==> config.mk <==
export PLATFORM = sky130hd
export DESIGN_NAME = register_file_mp
export DESIGN_NICKNAME = d
export VERILOG_FILES = /design/src/rtl/register_file_pkg.sv /design/src/rtl/register_file_rport.sv /design/src/rtl/register_file_mp.sv
export SDC_FILE = /design/constraint.sdc
export NUM_CORES = 2
export LEC_CHECK = 0
export CAP_MARGIN = 5
export CORE_UTILIZATION = 45
export DETAILED_ROUTE_END_ITERATION = 10
export GPL_ROUTABILITY_DRIVEN = 0
export HOLD_SLACK_MARGIN = 0.08
export SLEW_MARGIN = 25
export SYNTH_ARGS = -nofsm -noshare
export SYNTH_HDL_FRONTEND = slang
export SYNTH_SLANG_ARGS = --single-unit
export TNS_END_PERCENT = 50
==> constraint.sdc <==
create_clock -name clk -period 6.2 [get_ports clk]
set_input_delay 0.62 -clock clk [delete_from_list [all_inputs] [get_ports clk]]
set_output_delay 0.62 -clock clk [all_outputs]
set_load 0.01 [all_outputs]
==> src/rtl/register_file_pkg.sv <==
// Shared types and helpers for the multi-read-port register file.
// The optional parity feature is enabled by defining RF_PARITY_EN.
package register_file_pkg;

  typedef enum logic [1:0] {
    ST_CLEAR   = 2'd0,
    ST_RUN     = 2'd1,
    ST_MAU_ACK = 2'd2
  } rf_state_e;

  function automatic int rf_depth(input int addr_w);
    return 1 << addr_w;
  endfunction

endpackage

==> src/rtl/register_file_rport.sv <==
// One CPU read port: zero-register squash, write bypass and registered output.
// With RF_PARITY_EN defined, also flags a parity mismatch on the stored word.
module register_file_rport
  import register_file_pkg::*;
#(
  parameter int DATA_W   = 32,
  parameter int ADDR_W   = 5,
  parameter int ZERO_REG = 31,
  parameter int MEM_W    = DATA_W
) (
  input  logic              clk,
  input  logic              reset_n,
  input  logic              en_i,
  input  logic [ADDR_W-1:0] raddr_i,
  input  logic [MEM_W-1:0]  rword_i,
  input  logic              wfire_i,
  input  logic [ADDR_W-1:0] waddr_i,
  input  logic [DATA_W-1:0] wdata_i,
`ifdef RF_PARITY_EN
  output logic              perr_o,
`endif
  output logic [DATA_W-1:0] rdata_o
);

  logic              is_zero, is_byp;
  logic [DATA_W-1:0] rdata_d, rdata_q;

  assign is_zero = (raddr_i == ADDR_W'(ZERO_REG));
  assign is_byp  = wfire_i && (waddr_i == raddr_i);

  always_comb begin
    rdata_d = rdata_q;
    if (en_i) begin
      if (is_zero)     rdata_d = '0;
      else if (is_byp) rdata_d = wdata_i;
      else             rdata_d = rword_i[DATA_W-1:0];
    end
  end

  always_ff @(posedge clk or negedge reset_n) begin
    if (!reset_n) rdata_q <= '0;
    else          rdata_q <= rdata_d;
  end

  assign rdata_o = rdata_q;

`ifdef RF_PARITY_EN
  // Only words actually taken from storage are checked.
  assign perr_o = en_i && !is_zero && !is_byp && (^rword_i);
`endif

endmodule

==> src/rtl/register_file_mp.sv <==
// Multi-read-port register file with clear sweep, bypass and MAU access port.
// Define RF_PARITY_EN to add per-entry even parity and the sticky parity_err output.
module register_file_mp
  import register_file_pkg::*;
#(
  parameter int DATA_W   = 32,
  parameter int ADDR_W   = 5,
  parameter int NREAD    = 2,
  parameter int ZERO_REG = 31
) (
  input  logic                    clk,
  input  logic                    reset_n,
  input  logic [1:0]              cpu_clk_en,
  input  logic [NREAD*ADDR_W-1:0] cpu_read_address,
  output logic [NREAD*DATA_W-1:0] cpu_data_read,
  input  logic [ADDR_W-1:0]       cpu_write_address,
  input  logic [DATA_W-1:0]       cpu_data_write,
  input  logic                    cpu_wren,
  input  logic                    alive,
  input  logic                    mau_req,
  input  logic                    mau_wren,
  input  logic [ADDR_W-1:0]       mau_address,
  input  logic [DATA_W-1:0]       mau_data_write,
  output logic                    mau_ack,
  output logic [DATA_W-1:0]       mau_data_read,
`ifdef RF_PARITY_EN
  output logic                    parity_err,
`endif
  output logic                    busy
);

  localparam int DEPTH = rf_depth(ADDR_W);
`ifdef RF_PARITY_EN
  localparam int MEM_W = DATA_W + 1;
`else
  localparam int MEM_W = DATA_W;
`endif

  logic [MEM_W-1:0]  mem_q [DEPTH];
  rf_state_e         state_q, state_d;
  logic [ADDR_W-1:0] clr_idx_q, clr_idx_d;
  logic [DATA_W-1:0] mau_rdata_q, mau_rdata_d;

  logic              cpu_own, rd_en, cpu_wfire, mau_acc, mau_zero;
  logic              mem_we;
  logic [ADDR_W-1:0] mem_waddr;
  logic [DATA_W-1:0] mem_wdata;
  logic [MEM_W-1:0]  mem_wword;

  assign cpu_own   = (state_q == ST_RUN) && alive;
  assign rd_en     = cpu_own && (|cpu_clk_en);
  assign cpu_wfire = cpu_own && cpu_wren && cpu_clk_en[1] &&
                     (cpu_write_address != ADDR_W'(ZERO_REG));
  assign mau_acc   = (state_q == ST_RUN) && !alive && mau_req;
  assign mau_zero  = (mau_address == ADDR_W'(ZERO_REG));

  // Single storage write port; sweep, CPU and MAU are mutually exclusive by state.
  always_comb begin
    mem_we    = 1'b0;
    mem_waddr = cpu_write_address;
    mem_wdata = cpu_data_write;
    if (state_q == ST_CLEAR) begin
      mem_we    = 1'b1;
      mem_waddr = clr_idx_q;
      mem_wdata = '0;
    end else if (cpu_wfire) begin
      mem_we    = 1'b1;
    end else if (mau_acc && mau_wren && !mau_zero) begin
      mem_we    = 1'b1;
      mem_waddr = mau_address;
      mem_wdata = mau_data_write;
    end
  end

`ifdef RF_PARITY_EN
  assign mem_wword = {^mem_wdata, mem_wdata};
`else
  assign mem_wword = mem_wdata;
`endif

  always_ff @(posedge clk) begin
    if (mem_we) mem_q[mem_waddr] <= mem_wword;
  end

  always_comb begin
    state_d     = state_q;
    clr_idx_d   = clr_idx_q;
    mau_rdata_d = mau_rdata_q;
    case (state_q)
      ST_CLEAR: begin
        clr_idx_d = clr_idx_q + ADDR_W'(1);
        if (clr_idx_q == '1) state_d = ST_RUN;
      end
      ST_RUN: begin
        if (mau_acc) begin
          state_d = ST_MAU_ACK;
          if (!mau_wren) mau_rdata_d = mau_zero ? '0 : mem_q[mau_address][DATA_W-1:0];
        end
      end
      ST_MAU_ACK: state_d = ST_RUN;
      default:    state_d = ST_CLEAR;
    endcase
  end

  always_ff @(posedge clk or negedge reset_n) begin
    if (!reset_n) begin
      state_q     <= ST_CLEAR;
      clr_idx_q   <= '0;
      mau_rdata_q <= '0;
    end else begin
      state_q     <= state_d;
      clr_idx_q   <= clr_idx_d;
      mau_rdata_q <= mau_rdata_d;
    end
  end

  assign busy          = (state_q == ST_CLEAR);
  assign mau_ack       = (state_q == ST_MAU_ACK);
  assign mau_data_read = mau_rdata_q;

`ifdef RF_PARITY_EN
  logic [NREAD-1:0] port_perr;
`endif

  for (genvar gi = 0; gi < NREAD; gi++) begin : g_rport
    register_file_rport #(
      .DATA_W  (DATA_W),
      .ADDR_W  (ADDR_W),
      .ZERO_REG(ZERO_REG),
      .MEM_W   (MEM_W)
    ) u_rport (
      .clk    (clk),
      .reset_n(reset_n),
      .en_i   (rd_en),
      .raddr_i(cpu_read_address[gi*ADDR_W +: ADDR_W]),
      .rword_i(mem_q[cpu_read_address[gi*ADDR_W +: ADDR_W]]),
      .wfire_i(cpu_wfire),
      .waddr_i(cpu_write_address),
      .wdata_i(cpu_data_write),
`ifdef RF_PARITY_EN
      .perr_o (port_perr[gi]),
`endif
      .rdata_o(cpu_data_read[gi*DATA_W +: DATA_W])
    );
  end

`ifdef RF_PARITY_EN
  logic mau_perr, parity_err_q;
  assign mau_perr = mau_acc && !mau_wren && !mau_zero && (^mem_q[mau_address]);

  always_ff @(posedge clk or negedge reset_n) begin
    if (!reset_n) parity_err_q <= 1'b0;
    else          parity_err_q <= parity_err_q | (|port_perr) | mau_perr;
  end

  assign parity_err = parity_err_q;
`endif

endmodule

==> summary.md <==
| Metric | Value |
|---|---|
| Status | complete, no violations |
| Fmax | 228 MHz |
| Fraction of layout cells with a size suffix above 1 | 32.8% |
| PD cells | 353 nW/um^2 |
| Switching power of the nets | 7320 uW |
| Vias/cell | 7.34 |
| Area of the multi-input gates | 25300 um^2 |
| Register area | 33300 um^2 |
| Vias in the first global route | 39114 |
| Main synth FF type | edfxtp_1 |
| Avg Inst Size Synth | 18.0 um^2 |
| Port bufs | 189 |
| Final-report max-slew violation count | 0 |
| Pin count of the biggest net entering global routing | 117 |
| Postcts setup bufs | 0 |
| Leading area contributor after synthesis | edfxtp_1 |
| R2r setup slk | 1860 ps |
| Clock group share of total power | 31.3% |
| Net Sw Frac | 30.5% |
| First-pass GRT wire length | 298 mm |
| Worst reg2reg path endpoint | mem_q[3][20] |
| Nets@finish | 3514 |
| Root Buffer | clkbuf_16 |
| Unrepaired setup endpoints after global routing | false |
| Final hold vios | 0 |
| Area growth, synth to finish | 14.4% |
| Detailed Route WL | 213 mm |
| H-tree Lvls | 3 |
| Reg clk slew, reported paths | 60 ps |
| Routed wire per std cell | 40.4 um |
| Yosys cell types | 59 |
| Synthesis-stage register bit count | 1127 |
| HP Class | input pin to async pin |
| Total gr overflow | 0 |
| First DRT Iteration DRCs | 6181 |
| Top post-synthesis cells by area | edfxtp_1, mux4_2, dfrtp_1 |
| Die Wd | 366 um |
| Critical Path End | mem_q[3][20] |
| Worst setup path category | input pin to register |
| Yosys warnings | 0 |
| I/O pin count | 190 |
| Worst relative slew slack | 24.5% |
| Sink Count | 1127 |
| Most frequent cells after synthesis | edfxtp_1, mux4_2, mux2i_1 |
| Number of synthesized flops with an enable pin | 1024 |
| First drt pass iteration count | 8 |
| Mapped Area | 59500 um^2 |
| Final TNS setup | 0 ps |
| Initial antenna violation count | 5 |
| Clk buf depth | 3 |
| Comb power frac | 23.9% |
| Clock Skew | 20.7 ps |
| Antenna-violating nets left | 0 |
| Final period utilization | 70.6% |
| Total of max-cap violations | 0 |
| Core Footprint | 131000 um^2 |
| # hold bufs at CTS | 1 |
| Minimum clock period after layout | 4380 ps |
| Endpoints failing setup | 0 |
| Start of the worst register-to-register path | state_q[1] |
| Fill cells | 10290 |
| Internal Pwr Total | 16700 uW |
| Drt drc | 0 |
| CTS tree | yes |
| Crit start category | input pin |
| Initial core utilization | 45.3% |
| Synth top area share | 51.7% |
| Critical path peak fanout | 20 |
| WP data arrival | 4790 ps |
| Placement Setup Slack | 1200 ps |
| Leak | 0.0222 uW |
| Post-synth ARST share | 9.14% |
| R2R cell count | 6 |
| Syn Inst Count | 3303 |
| TritonCTS buffer count | 118 |
| Syn nets | 3397 |
| CP startpoint | alive |
| Antenna fix cells | 0 |
| Cts repair resizes | 0 |
| Worst-skew pair later-pin latency | 740 ps |
| Worst EP required | 6610 ps |
| Seq pwr share | 44.9% |
| Worst VDD drop | 0.000234 V |
| Die Ht | 366 um |
| Worst setup EP type | register |
| Via count | 38772 |
| Top-count cell post-synth | edfxtp_1 |
| Final setup margin | 1820 ps |
| Total die area | 134000 um^2 |
| Seq/Total Area, Yosys | 56.0% |
| Least-Margin Pin Slew | 1130 ps |
| Site Rows | 133 |
| Tot GR Track Use | 32.1% |
| Post-DP HPWL | 126 mm |
-- stage by stage --
step           cell area, um^2  hold WS [ps]  util (%)  total power [uW]  std cells
2_1_floorplan            59500           324         -             13600       3303
3_3_place_gp             63800           502      48.6             16400       5052
5_1_grt                  68100           552      51.9             24700       5279
6_report                 68100           517      51.9             24000       5279
4_1_cts                  68000           520      51.8             24000       5278
3_5_place_dp             63900           506      48.7             16600       5053
-- logic make-up after synthesis --
logic type / synth area share, %
flip-flops: 56.0
multiplexers: 31.7
AO/OA/AOI/OAI: 7.29
AND/OR/NAND/NOR: 2.29
buffers and inverters: 2.52
XOR/XNOR: 0.191
adder cells (fa/ha/maj): 0.0420
-- power by group through the flow --
stage                     Clock, uW  Combinational, uW  Sequential [uW]
after global placement            0               5530            10800
after CTS                      7550               5670            10800
after global routing           7840               5990            10900
final                          7510               5730            10800
after detailed placement          0               5650            10900
after floorplan                   0               2900            10700
-- flip-flops by register name (all words and copies together), names as in the netlist --
| signal | cells |
|---|---|
| clr_idx_q | 5 |
| mau_data_read | 32 |
| state_q | 2 |
| g_rport.u_rport.rdata_o | 64 |
| mem_q | 1024 |
-- worst max-delay path, cell delays in order --
cell and delay [ps]:
clkdlybuf4s50_1 510, and4bb_1 650, o211a_2 960, o211a_1 570, o211ai_1 450, nor2_4 680
buf_12 310
-- cell usage in the layout, fill, tap and decap left out, types with 11 or more instances in the layout --
cell / Yosys / final
nor2_4: 0 / 22
o31ai_1: 34 / 32
a31oi_1: 33 / 33
clkinvlp_4: 0 / 11
a21o_1: 32 / 32
clkbuf_1: 155 / 25
nand2_1: 81 / 78
nor2b_1: 40 / 34
mux2i_1: 234 / 234
buf_4: 31 / 105
a22oi_1: 192 / 192
o22ai_1: 93 / 93
dfrtp_1: 103 / 103
nand2b_1: 32 / 32
mux4_2: 732 / 732
edfxtp_1: 1024 / 1024
a211oi_1: 63 / 63
nand3_1: 38 / 37
clkdlybuf4s50_1: 0 / 176
a21oi_4: 0 / 20
bufinv_16: 0 / 18
o211ai_1: 11 / 11
clkbuf_16: 0 / 119
a211o_1: 32 / 32
clkinv_2: 0 / 26
buf_12: 0 / 23
a22o_1: 31 / 31
nor3_2: 0 / 13
o21ai_0: 35 / 34
xnor2_1: 11 / 11
-- worst min path at each step --
stage / startpoint / endpoint
6_report: reset_n / g_rport[1].u_rport.rdata_o[29]
5_1_grt: clr_idx_q[3] / clr_idx_q[3]
4_1_cts: mau_data_read[23] / mau_data_read[23]
3_5_place_dp: mau_data_read[23] / mau_data_read[23]
3_3_place_gp: mau_data_read[23] / mau_data_read[23]
2_1_floorplan: reset_n / clr_idx_q[0]
-- area by class of cell --
class / instances / share of cell area [%]
Sequential cell: 1127 / 48.9
Tap cell: 1755 / 3.22
Clock buffer: 152 / 4.67
Timing Repair Buffer: 318 / 4.72
Clock inverter: 72 / 1.28
Multi-Input combinational cell: 1850 / 37.1
Inverter: 5 / 0.0294
-- per-layer routing --
layer / routed length [um] / up-vias / global-route usage, % / share of wire (%)
met1: 79800 / 20605 / 44.4 / 37
met3: 27300 / 500 / 8.71 / 13
li1: - / 14680 / - / -
met4: 10300 / 8 / 14.8 / 4.8
met2: 95600 / 2979 / 47.6 / 45
met5: 50 / - / 0 / 0.023
Note: power is estimated with default switching activity, not from simulation.
